$ cat src/rtl/xyolo_write_ctrl.sv
// rtl/xyolo_write_ctrl.sv - xyolo write-stage sequencer (vread port B reads, ld_* pulses, vwrite port B writes)
// Optional 2x2 pooling: define XYOLO_WRITE_CTRL_MAXPOOL_EN.
module xyolo_write_ctrl #(
  parameter int RD_ADDR_W = 10,
  parameter int WR_ADDR_W = 10,
  parameter int CNT_W     = 16,
  parameter int N_VECT    = 16,
  parameter int N_MACS_W  = 1,
  parameter int RD_LAT    = 2,
  parameter int RES_LAT   = 2
) (
  input  logic                 clk,
  input  logic                 rst,
  input  logic                 run,
  output logic                 done,
  input  logic [CNT_W-1:0]     cfg_klen,
  input  logic [CNT_W-1:0]     cfg_nout,
  input  logic [RD_ADDR_W-1:0] cfg_rd_start,
  input  logic [RD_ADDR_W-1:0] cfg_rd_gap,
  input  logic [WR_ADDR_W-1:0] cfg_wr_start,
  input  logic [N_VECT-1:0]    cfg_wr_mask,
  input  logic [N_MACS_W-1:0]  cfg_nmac,
  input  logic                 cfg_maxpool,
  output logic                 vread_enB,
  output logic [RD_ADDR_W-1:0] vread_addrB,
  output logic                 ld_acc,
  output logic                 ld_res,
  output logic                 ld_mp,
  output logic [N_MACS_W-1:0]  ld_nmac,
  output logic [N_VECT-1:0]    vwrite_enB,
  output logic [WR_ADDR_W-1:0] vwrite_addrB
);

  typedef enum logic [1:0] {IDLE, ISSUE, FIN, DRAIN} state_t;
  state_t state;

  logic [CNT_W-1:0]     klen_r, nout_r, k_r, o_r;
  logic [RD_ADDR_W-1:0] base_r, gap_r;
  logic [N_VECT-1:0]    mask_r;
  logic [WR_ADDR_W-1:0] wr_ptr;
  logic [RD_LAT-1:0]    first_sr, last_sr;
  logic                 last_at;
  logic [RES_LAT-1:0]   wr_sr;
  logic                 start, cfg_ok, produce, pool_pending, pending;

  // Values of the read issued at this edge; the first read comes straight from cfg.
  logic                 iss_v, iss_first, iss_last, iss_fin;
  logic [CNT_W-1:0]     iss_k, iss_o, iss_klen, iss_nout;
  logic [RD_ADDR_W-1:0] iss_base, iss_gap;

  assign start  = (state == IDLE) && run;
  assign cfg_ok = (cfg_klen != '0) && (cfg_nout != '0);

  always_comb begin
    iss_v    = 1'b0;
    iss_k    = k_r;
    iss_o    = o_r;
    iss_base = base_r;
    iss_gap  = gap_r;
    iss_klen = klen_r;
    iss_nout = nout_r;
    if (start && cfg_ok) begin
      iss_v    = 1'b1;
      iss_k    = '0;
      iss_o    = '0;
      iss_base = cfg_rd_start;
      iss_gap  = cfg_rd_gap;
      iss_klen = cfg_klen;
      iss_nout = cfg_nout;
    end else if (state == ISSUE) begin
      iss_v = 1'b1;
    end
    iss_first = iss_v && (iss_k == '0);
    iss_last  = iss_v && (iss_k == iss_klen - CNT_W'(1));
    iss_fin   = iss_last && (iss_o == iss_nout - CNT_W'(1));
  end

  assign pending = (|first_sr) || (|last_sr) || last_at || (|wr_sr) || pool_pending;

  always_ff @(posedge clk or posedge rst) begin
    if (rst) begin
      state        <= IDLE;
      done         <= 1'b1;
      klen_r       <= '0;
      nout_r       <= '0;
      k_r          <= '0;
      o_r          <= '0;
      base_r       <= '0;
      gap_r        <= '0;
      mask_r       <= '0;
      wr_ptr       <= '0;
      first_sr     <= '0;
      last_sr      <= '0;
      last_at      <= 1'b0;
      wr_sr        <= '0;
      vread_enB    <= 1'b0;
      vread_addrB  <= '0;
      ld_acc       <= 1'b0;
      ld_res       <= 1'b0;
      ld_nmac      <= '0;
      vwrite_enB   <= '0;
      vwrite_addrB <= '0;
    end else begin
      vread_enB <= iss_v;
      if (iss_v) begin
        vread_addrB <= iss_base + RD_ADDR_W'(iss_k);
        if (iss_last) begin
          k_r    <= '0;
          base_r <= iss_base + RD_ADDR_W'(iss_klen) + iss_gap;
          o_r    <= iss_o + CNT_W'(1);
        end else begin
          k_r    <= iss_k + CNT_W'(1);
          base_r <= iss_base;
          o_r    <= iss_o;
        end
      end

      for (int i = RD_LAT - 1; i > 0; i--) begin
        first_sr[i] <= first_sr[i-1];
        last_sr[i]  <= last_sr[i-1];
      end
      first_sr[0] <= iss_first;
      last_sr[0]  <= iss_last;
      ld_acc      <= first_sr[RD_LAT-1];
      last_at     <= last_sr[RD_LAT-1];
      ld_res      <= last_at;

      for (int i = RES_LAT - 1; i > 0; i--) wr_sr[i] <= wr_sr[i-1];
      wr_sr[0] <= last_at && produce;
      if (wr_sr[RES_LAT-1]) begin
        vwrite_enB   <= mask_r;
        vwrite_addrB <= wr_ptr;
        wr_ptr       <= wr_ptr + WR_ADDR_W'(1);
      end else begin
        vwrite_enB <= '0;
      end

      case (state)
        IDLE: if (run) begin
          done    <= 1'b0;
          klen_r  <= cfg_klen;
          nout_r  <= cfg_nout;
          gap_r   <= cfg_rd_gap;
          mask_r  <= cfg_wr_mask;
          wr_ptr  <= cfg_wr_start;
          ld_nmac <= cfg_nmac;
          state   <= !cfg_ok ? FIN : (iss_fin ? DRAIN : ISSUE);
        end
        ISSUE: if (iss_fin) state <= DRAIN;
        FIN:   state <= DRAIN;
        DRAIN: if (!pending) begin
          state <= IDLE;
          done  <= 1'b1;
        end
        default: state <= IDLE;
      endcase
    end
  end

`ifdef XYOLO_WRITE_CTRL_MAXPOOL_EN
  logic              pool_r, fin_at;
  logic [1:0]        pos_r;
  logic [RD_LAT-1:0] fin_sr;

  // Only the 4th output of a group, or the final output of the run, is written.
  assign produce      = !pool_r || (pos_r == 2'd3) || fin_at;
  assign pool_pending = (|fin_sr) || fin_at;

  always_ff @(posedge clk or posedge rst) begin
    if (rst) begin
      pool_r <= 1'b0;
      pos_r  <= '0;
      fin_sr <= '0;
      fin_at <= 1'b0;
      ld_mp  <= 1'b0;
    end else begin
      if (start) pool_r <= cfg_maxpool;
      for (int i = RD_LAT - 1; i > 0; i--) fin_sr[i] <= fin_sr[i-1];
      fin_sr[0] <= iss_fin;
      fin_at    <= fin_sr[RD_LAT-1];
      if (last_at) begin
        ld_mp <= pool_r && (pos_r != 2'd0);
        pos_r <= (!pool_r || fin_at || pos_r == 2'd3) ? 2'd0 : pos_r + 2'd1;
      end else begin
        ld_mp <= 1'b0;
      end
    end
  end
`else
  logic unused_maxpool;
  assign unused_maxpool = cfg_maxpool;
  assign produce        = 1'b1;
  assign pool_pending   = 1'b0;
  assign ld_mp          = 1'b0;
`endif

endmodule

$ cat config.mk
export PLATFORM = sky130hd
export DESIGN_NAME = xyolo_write_ctrl
export DESIGN_NICKNAME = d
export VERILOG_FILES = /design/src/rtl/xyolo_write_ctrl.sv
export SDC_FILE = /design/constraint.sdc
export NUM_CORES = 1
export LEC_CHECK = 0
export CAP_MARGIN = 20
export CORE_ASPECT_RATIO = 0.5
export CORE_UTILIZATION = 50
export CTS_CLUSTER_DIAMETER = 60
export DETAILED_ROUTE_END_ITERATION = 8
export GPL_TIMING_DRIVEN = 0
export MAX_ROUTING_LAYER = met4
export PLACE_DENSITY = 0.73
export SKIP_LAST_GASP = 1
export SLEW_MARGIN = 20
export SYNTH_ARGS = -nofsm -noshare
export SYNTH_HDL_FRONTEND = slang
export SYNTH_SLANG_ARGS = --single-unit
$ cat constraint.sdc
create_clock -name clk -period 11.9 [get_ports clk]
set_input_delay 2.975 -clock clk [delete_from_list [all_inputs] [get_ports clk]]
set_output_delay 2.975 -clock clk [all_outputs]
set_load 0.01 [all_outputs]
==> impl_metrics.ini <==
[placement]
dp_hpwl_mm = 21.5
dp.cells = 1421
place.gp.congestion = 0.944
port_buffers = 122
pre_cts_ws_ns = 0.948

[synth]
synth-edff-count = 0
syn_nets = 1159
yosys.area_share.simple_pct = 19.9
ys_types = 72
async_flop_share_pct = 100
netlist_instances = 1039
ys_seq_area_share_pct = 40.5
synth_warnings = 0
synth_mux_area_share_pct = 10.8
ys_seq_elements = 159
synth_top_family_by_area = simple AND/OR/NAND/NOR gates
netlist_area_sq_um = 9820
synth_xor_area_share_pct = 6.78
synth_adder_area_share_pct = 5.55
synth_ff_type = dfrtp_1
syn_avg_cell_area_sq_um = 9.46
synth_compound_area_share_pct = 12.5

[sta]
fin_crit_sh_pct = 89.5
relSlewSlack_pct = 36.9
finalHoldViolations = 0
worst_pin_slew_ns = 0.947
fin_setup_tns_ns = 0
fin_ws_ns = 1.25
slew_viol_final = 0
grt_setup_unrepaired = false
setup_viol = 0
fmax_mhz = 93.9
finClkSkew_ns = 0.0101
min_period_ns = 10.65

[worst_setup_path]
end_kind = flip-flop
rrSetupSlack_ns = 4.48
ff2ff_path_depth = 22
cp_max_fo = 10
critPathLaunchType = primary input
worstSetupPathType = in -> reg
r2r-end = base_r[0]$_DFFE_PP0P_
crit_arrival_ns = 10.93
rr_startpoint = state[0]$_DFFE_PP0P_
critical_path_required_ns = 12.18

[cts]
path_clk_slew_ns = 0.07
clock-root-buffer = clkbuf_16
cts_resized = 0
ctsHoldBuffers = 0
clkLatencyLatePin_ns = 0.43
cts_buffers = 17
cts_buffer_depth = 2
cts_tree = yes
clock_sinks = 159
postCtsSetupBuffers = 0
htreeDepth = 4

[die]
num_io_pins = 125
die_x_um = 200
dieArea_sq_um = 20200
start_util_pct = 52.2
core_sq_um = 18800
rows = 35
die_height_um = 101

[routing]
first_pass_iters = 6
drtIter0Drc = 704
drc = 0
routedWlPerCell_um = 19.8
routed_via_density = 5.97
wirelength_mm = 28.7
via_count = 8670
antenna_left = 0

[power_and_ir_drop]
leakagePower_nw = 5.48
power_density_nw_per_um2 = 98.6
ir_worst_vdd_mv = 0.0960

[min_path]
hp-start = last_sr[1]$_DFF_PP0_
hold_depth = 0
hp-class = reg -> reg
hold_end = last_at$_DFF_PP0_

[outcome]
status = finished, final reports clean

[global_routing]
track_usage_pct = 30.1
grt_max_degree = 97
grt_pass1_wl_mm = 45.3
grt_remaining_overflow = 0
antenna_found_initial = 0
grt_pass1_vias = 8364

[run]
drv_cap = 0

[layout]
syn_to_final_growth_pct = 22.5
drive_gt1_share_pct = 10.8
fin_util_pct = 63.9
n_antenna_cell = 0
final_cells = 1453
num-nets-final = 1301
-- metrics by stage --
step | total power [mW] | hold slack (ns) | instance area (sq um)
2_1_floorplan | 0.564 | 0.346 | 9820
3_3_place_gp | 0.602 | 0.358 | 11400
3_5_place_dp | 0.604 | 0.371 | 11400
4_1_cts | 1.19 | 0.387 | 12000
5_1_grt | 1.21 | 0.398 | 12000
6_report | 1.19 | 0.382 | 12000
-- cells in the final DEF (no fill, tap or decap), types with 26 or more instances in the layout --
| cell type | n |
|---|---|
| dfrtp_1 | 158 |
| nand2_1 | 137 |
| clkdlybuf4s50_1 | 122 |
| mux2_2 | 73 |
| o21ai_0 | 59 |
| a21oi_1 | 53 |
| nor2_1 | 51 |
| clkbuf_1 | 41 |
| xnor2_1 | 40 |
| inv_1 | 38 |
| xor2_1 | 36 |
| nand3_1 | 30 |
| ha_1 | 26 |
-- worst max path at each step --
stage                      startpoint                    end  slack (ns)  cells after the start
after floorplan           cfg_klen[2]     k_r[2]$_DFFE_PP0P_        3.53                     22
after global placement    cfg_klen[2]  base_r[0]$_DFFE_PP0P_        1.00                     22
after detailed placement  cfg_klen[2]  base_r[0]$_DFFE_PP0P_        0.95                     22
after CTS                 cfg_klen[2]  base_r[0]$_DFFE_PP0P_        1.39                     22
after global routing      cfg_nout[0]  base_r[0]$_DFFE_PP0P_        0.83                     22
final                     cfg_klen[2]  base_r[0]$_DFFE_PP0P_        1.25                     22
-- power breakdown --
part	switching (mW)	internal [mW]	leakage, nW
Clock	0.254	0.339	0.304
Sequential	0	0.540	2.10
Combinational	0.0251	0.0275	3.08
-- per-layer routing --
metal  track usage, %  up-vias  part of all wire [%]
met1             40.2     4225                    45
met3             6.33       42                   8.7
met4             7.46        0                   1.5
li1                 -     3998                     -
met5                -        -                     0
met2             46.8      405                    45
-- synthesized netlist by cell type (22+ instances only) --
cell      count  area share [%]
and2_1       25             1.6
nand4_1      24             1.5
mux2i_1      24             2.4
xnor2_1      40             3.6
xor2_1       36             3.2
clkbuf_1     40             1.5
nor3_1       22             1.1
nand2_1     137             5.2
o21ai_0      59             3.0
ha_1         26             3.3
dfrtp_1     158              40
mux2_2       73             8.4
nand3_1      30             1.5
nor2_1       51             1.9
inv_1        39             1.5
a21oi_1      53             2.7
-- sequential cells by signal, summed over array words and instances (netlist names), 2 cells and up --
register	count
base_r	10
first_sr	2
gap_r	10
k_r	16
klen_r	16
last_sr	2
mask_r	16
nout_r	16
o_r	16
state	2
vread_addrB	10
vwrite_addrB	10
vwrite_enB	16
wr_ptr	10
wr_sr	2
-- cell type report --
class / count / area [sq um]
multi-input combinational: 787 / 5470
tap: 259 / 324
clock inverter: 14 / 196
sequential: 159 / 3980
buffer: 53 / 229
inverter: 40 / 158
clock buffer: 18 / 429
fill: 1564 / 6800
timing repair buffer: 123 / 1250
-- cells by family after synthesis --
group                      after synthesis
DFF                                    159
and+or+nand+nor                        380
buffers and inverters                   93
other                                    1
muxes                                   97
adders and majority gates               37
AOI/OAI and AO/OA                      196
xor gates and xnor gates                76
-- worst max-delay path, stage by stage --
cell and delay, ns:
clkdlybuf4s50_1 0.54, or4_4 0.60, nand3b_4 0.20, or4_4 0.57, nand2_1 0.11, buf_4 0.21, buf_4 0.22, clkbuf_1 0.50
clkbuf_1 0.50, buf_1 0.75, mux2i_1 0.45, ha_1 0.21, clkbuf_1 0.32, nand2_1 0.11, or3_1 0.37, a211oi_1 0.25
o211ai_1 0.20, nor4_4 0.56, nand3_1 0.52, clkbuf_1 0.39, nand2_1 0.22, o221ai_1 0.13
Note: power is estimated with default switching activity, not from simulation.
==> patch 1 (same settings) <==
Change the parameter `CNT_W` from 16 to 18.
--- a/src/rtl/xyolo_write_ctrl.sv
+++ b/src/rtl/xyolo_write_ctrl.sv
@@ -4,5 +4,5 @@
   parameter int RD_ADDR_W = 10,
   parameter int WR_ADDR_W = 10,
-  parameter int CNT_W     = 16,
+  parameter int CNT_W     = 18,
   parameter int N_VECT    = 16,
   parameter int N_MACS_W  = 1,
Ports: changed (resized cfg_klen and cfg_nout); port bits go from 125 to 129. No check against the original RTL was run, so the function may have changed too.
==> patch 1 against the original RTL <==
Sequential cell count up 8; synthesized cell count up 19%; wire length grew 11%; area after synthesis rose by 7.1%; cell area grew 6.0%; clock skew shrank 0.0011 ns; setup slack got worse by 0.11 ns; first-iteration DRC count rose by 33%; critical path depth is 1 lower.
Power is not compared: it rests on default switching activity, and its combinational part moved more than twofold at a synthesized area within 25%.
==> patch 1: results <==
set metrics [dict create \
    status "complete, no violations" \
    cts_made_buffers 17 \
    final_cells 1666 \
    grt_max_degree 101 \
    placed_cells 1633 \
    routed_wl_um 31900 \
    startpoint "cfg_klen[0]" \
    tns_ns 0 \
    timing.rr.start "state[1]$_DFFE_PP0P_" \
    via_per_inst 5.79 \
    synth_top_cells_by_count "333 x nand2_1, 166 x dfrtp_1, 64 x nor2_1" \
    cts_root_buf "clkbuf_16" \
    drtIter0Drc 937 \
    grt_pass1_wl_um 50700 \
    io_buffers 126 \
    worst_clock_skew_ns 0.00895 \
    worstReg2RegEnd "base_r[9]$_DFFE_PP0P_" \
    clock_latency_ns 0.45 \
    cts_resized 0 \
    grtUsageTotal_pct 31.2 \
    regToRegSetupSlack_ns 4.33 \
    path_max_fanout 11 \
    avgSynthCellArea_um2 8.53 \
    cts_setup_buffers 0 \
    fin_hold_ws_ns 0.365 \
    fin_nets 1503 \
    cp_slowest_cell "nor4_1" \
    p_switching_mw 1.30 \
    worstMarginPinSlew_ns 1.03 \
    synthDistinctLibCells 81 \
    gp_congestion 0.927 \
    antenna_found_initial 1 \
    critical_path.max_stage_delay_ns 0.92 \
    layout-drive-gt1-share_pct 6.61 \
    hpwl_um 23900 \
    cts_buffer_depth 2 \
    cp.arrival_ns 11.10 \
    synthTopCellsByArea "dfrtp_1 39%, nand2_1 12%, xnor2_1 3.9%" \
    whs_path_depth 0 \
    dr.pass1.iters 8 \
    ys_seq_area_share_pct 39.7 \
    r2r_cells 24 \
    peakVddDrop_mv 0.207 \
    synth_fp_nets 1357 \
    grt_pass1_vias 9264 \
]
==> patch 1: cell types whose count changed after synthesis, moves of 9 or more <==
cell	delta
mux2_2	-54
a21oi_1	-22
nand4_1	-9
nor2_1	+13
nand2b_1	+11
nand2_1	+196
or4_1	-12
==> patch 1: metrics by stage <==
stage	utilization (%)	setup WS, ns	cell area, µm²
2_1_floorplan	-	3.46	10500
3_3_place_gp	58.9	0.884	12100
3_5_place_dp	59.0	0.817	12200
4_1_cts	61.9	1.29	12700
5_1_grt	61.9	0.706	12800
6_report	61.9	1.14	12800
==> patch 1: metal layers <==
layer  vias up  track usage [%]  wire, µm  part of all wire (%)
li1       4534                -         -                     -
met1      4699             43.5     14900                    47
met2       367             46.0     14100                    44
met3        40             6.16      2280                   7.2
met4         0             9.65       558                   1.7
met5         -                -         0                     0
==> patch 1: final cells by class <==
type,instances,area [µm²]
Multi-Input combinational cell,966,5920
Timing Repair Buffer,127,1290
Clock inverter,13,136
Clock buffer,19,453
Fill cell,1787,7850
Inverter,39,154
Sequential cell,167,4180
Antenna cell,1,2.50
Buffer,61,272
Tap cell,273,342
==> patch 1: cells by family (layout without fill, tap and decap cells) <==
group           Yosys count  after routing  share of synthesized area [%]
mux                      47             47                           4.71
simple gates            609            609                           27.2
other cells               1              2                         0.0356
fa+ha+maj                37             37                           5.18
compound gates          181            181                           11.6
flops                   167            167                           39.7
buf+inv                 100            259                           3.97
xor+xnor                 91             91                           7.58
==> patch 1: power by group through the flow <==
stage	clock [mW]	sequential, mW	combinational, mW
finish	0.566	0.891	1.51
global route	0.597	0.912	1.68
CTS	0.571	0.887	1.50
detailed placement	0	0.895	1.48
global placement	0	0.886	1.44
floorplan	0	0.860	1.07
==> patch 1: worst max path at each step <==
stage                               endpoint  slack (ns)  cells after the start
after global routing      o_r[9]$_DFFE_PP0P_        0.71                     21
after floorplan           o_r[9]$_DFFE_PP0P_        3.46                     20
after CTS                 o_r[9]$_DFFE_PP0P_        1.29                     21
after detailed placement  o_r[9]$_DFFE_PP0P_        0.82                     21
final                     o_r[9]$_DFFE_PP0P_        1.14                     21
after global placement    o_r[9]$_DFFE_PP0P_        0.88                     21
==> patch 2 (same settings) <==
Made on the original files. Encoding of `state_t`: now one-hot (4 bits for 4 states).
--- a/src/rtl/xyolo_write_ctrl.sv
+++ b/src/rtl/xyolo_write_ctrl.sv
@@ -32,5 +32,5 @@
 );
 
-  typedef enum logic [1:0] {IDLE, ISSUE, FIN, DRAIN} state_t;
+  typedef enum logic [3:0] {IDLE = 4'b0001, ISSUE = 4'b0010, FIN = 4'b0100, DRAIN = 4'b1000} state_t;
   state_t state;
 
Formal check against the unedited RTL: same outputs for any inputs over 4 cycles, from zero or initial values and one cycle with rst high; so few cycles prove little.
==> patch 2 against the original RTL <==
Cell area fell by 2.2%; setup slack improved by 1.1 ns; sequential cell count up 2; critical path depth fell by 2; worst hold slack worse by 0.0063 ns; final cell count is 4.1% higher; wire length down 4.6%; area after synthesis decreased by 2.5%; largest cell class unchanged.
Power is not compared: it rests on default switching activity, and its combinational part moved more than twofold at a synthesized area within 25%.
==> patch 2: results <==
set metrics [dict create \
    status "complete, no violations" \
    fmax_mhz 104 \
    grt_pass1_vias 8105 \
    startpoint "cfg_klen[8]" \
    crit_type "in -> reg" \
    nonClkBufAreaFrac_pct 12.7 \
    avgSynthCellArea_um2 8.73 \
    holdPathEnd "last_at$_DFF_PP0_" \
    critical_path.max_stage_delay_ns 0.68 \
    hpwl_um 20500 \
    synthTopCellsByArea "dfrtp_1 42%, nand2_1 12%, xnor2_1 3.9%" \
    multiInputGateArea_mm2 0.00521 \
    cts_resized 0 \
    antenna_found_initial 1 \
    layout-drive-gt1-share_pct 6.63 \
    timing.rr.start "state[2]$_DFFE_PP0P_" \
    nMultiInputCombCells 855 \
    cts_buffer_depth 2 \
    clockNetworkAreaShare_pct 5.08 \
    antennaDiodeCount 1 \
    rows 35 \
    ys_ff_latch 161 \
    place_ws_ns 2.07 \
    cp.arrival_ns 9.92 \
    seq_share_pct 34.3 \
    holdCritStartpoint "last_sr[1]$_DFF_PP0_" \
    inverters 25 \
    nNonClkBuffers 179 \
    worst_clock_skew_ns 0.0105 \
    placed_cells 1479 \
    vias 8570 \
    grtUsageTotal_pct 30.0 \
    grt_pass1_wl_um 43900 \
    fin_hold_ws_ns 0.376 \
    routedWlPerCell_um 18.1 \
    synth_top_cells_by_count "297 x nand2_1, 159 x dfrtp_1, 55 x nor2_1" \
    routed_wl_um 27400 \
    regToRegSetupSlack_ns 5.39 \
    drtIter0Drc 734 \
    gp_congestion 0.954 \
    multi_input_area_share_pct 44.3 \
    p_clk_mw 0.567 \
    synth_fp_nets 1214 \
    ys_seq_area_share_pct 42.1 \
    hold_class "reg -> reg" \
    worstReg2RegEnd "state[1]$_DFFE_PP0P_" \
    slew-limit-headroom_pct 34.7 \
    n_fill_cell 1614 \
    post_dp_cell_area_mm2 0.0112 \
    io_buffers 122 \
    fin_nets 1356 \
    grt_max_degree 88 \
    dr.pass1.iters 7 \
    cts_root_buf "clkbuf_16" \
    ys.flop_type "dfrtp_1" \
    p_seq_share_pct 30.7 \
    cp_slowest_cell "buf_1" \
]
-- patch 2: cell count changes after synthesis, moves of 7 or more --
cell	delta
mux2i_1	-7
inv_1	-14
nand4_1	-13
mux2_2	-61
a31oi_1	-9
and3_1	+8
or4_1	-8
o21a_1	+8
nand2_1	+160
a21oi_1	-10
nor4_1	-9
-- patch 2: metal layers --
| metal | wire length (µm) | GRT usage, % | up-vias |
|---|---|---|---|
| li1 | - | - | 4032 |
| met1 | 13200 | 43.3 | 4102 |
| met2 | 11200 | 40.8 | 391 |
| met3 | 2690 | 9.31 | 45 |
| met4 | 318 | 6.86 | 0 |
| met5 | 0 | - | - |
-- patch 2: kinds of logic (layout without fill, tap and decap cells) --
family          count (synthesis)  in the layout  share of synthesized area, %
simple gates                  542            542                          27.3
flops                         161            161                          42.1
buf+inv                        81            236                          3.58
fa+ha+maj                      34             34                          5.31
compound gates                164            164                          10.8
xor+xnor                       85             85                          7.77
mux                            29             29                          3.19
other cells                     1              2                        0.0392
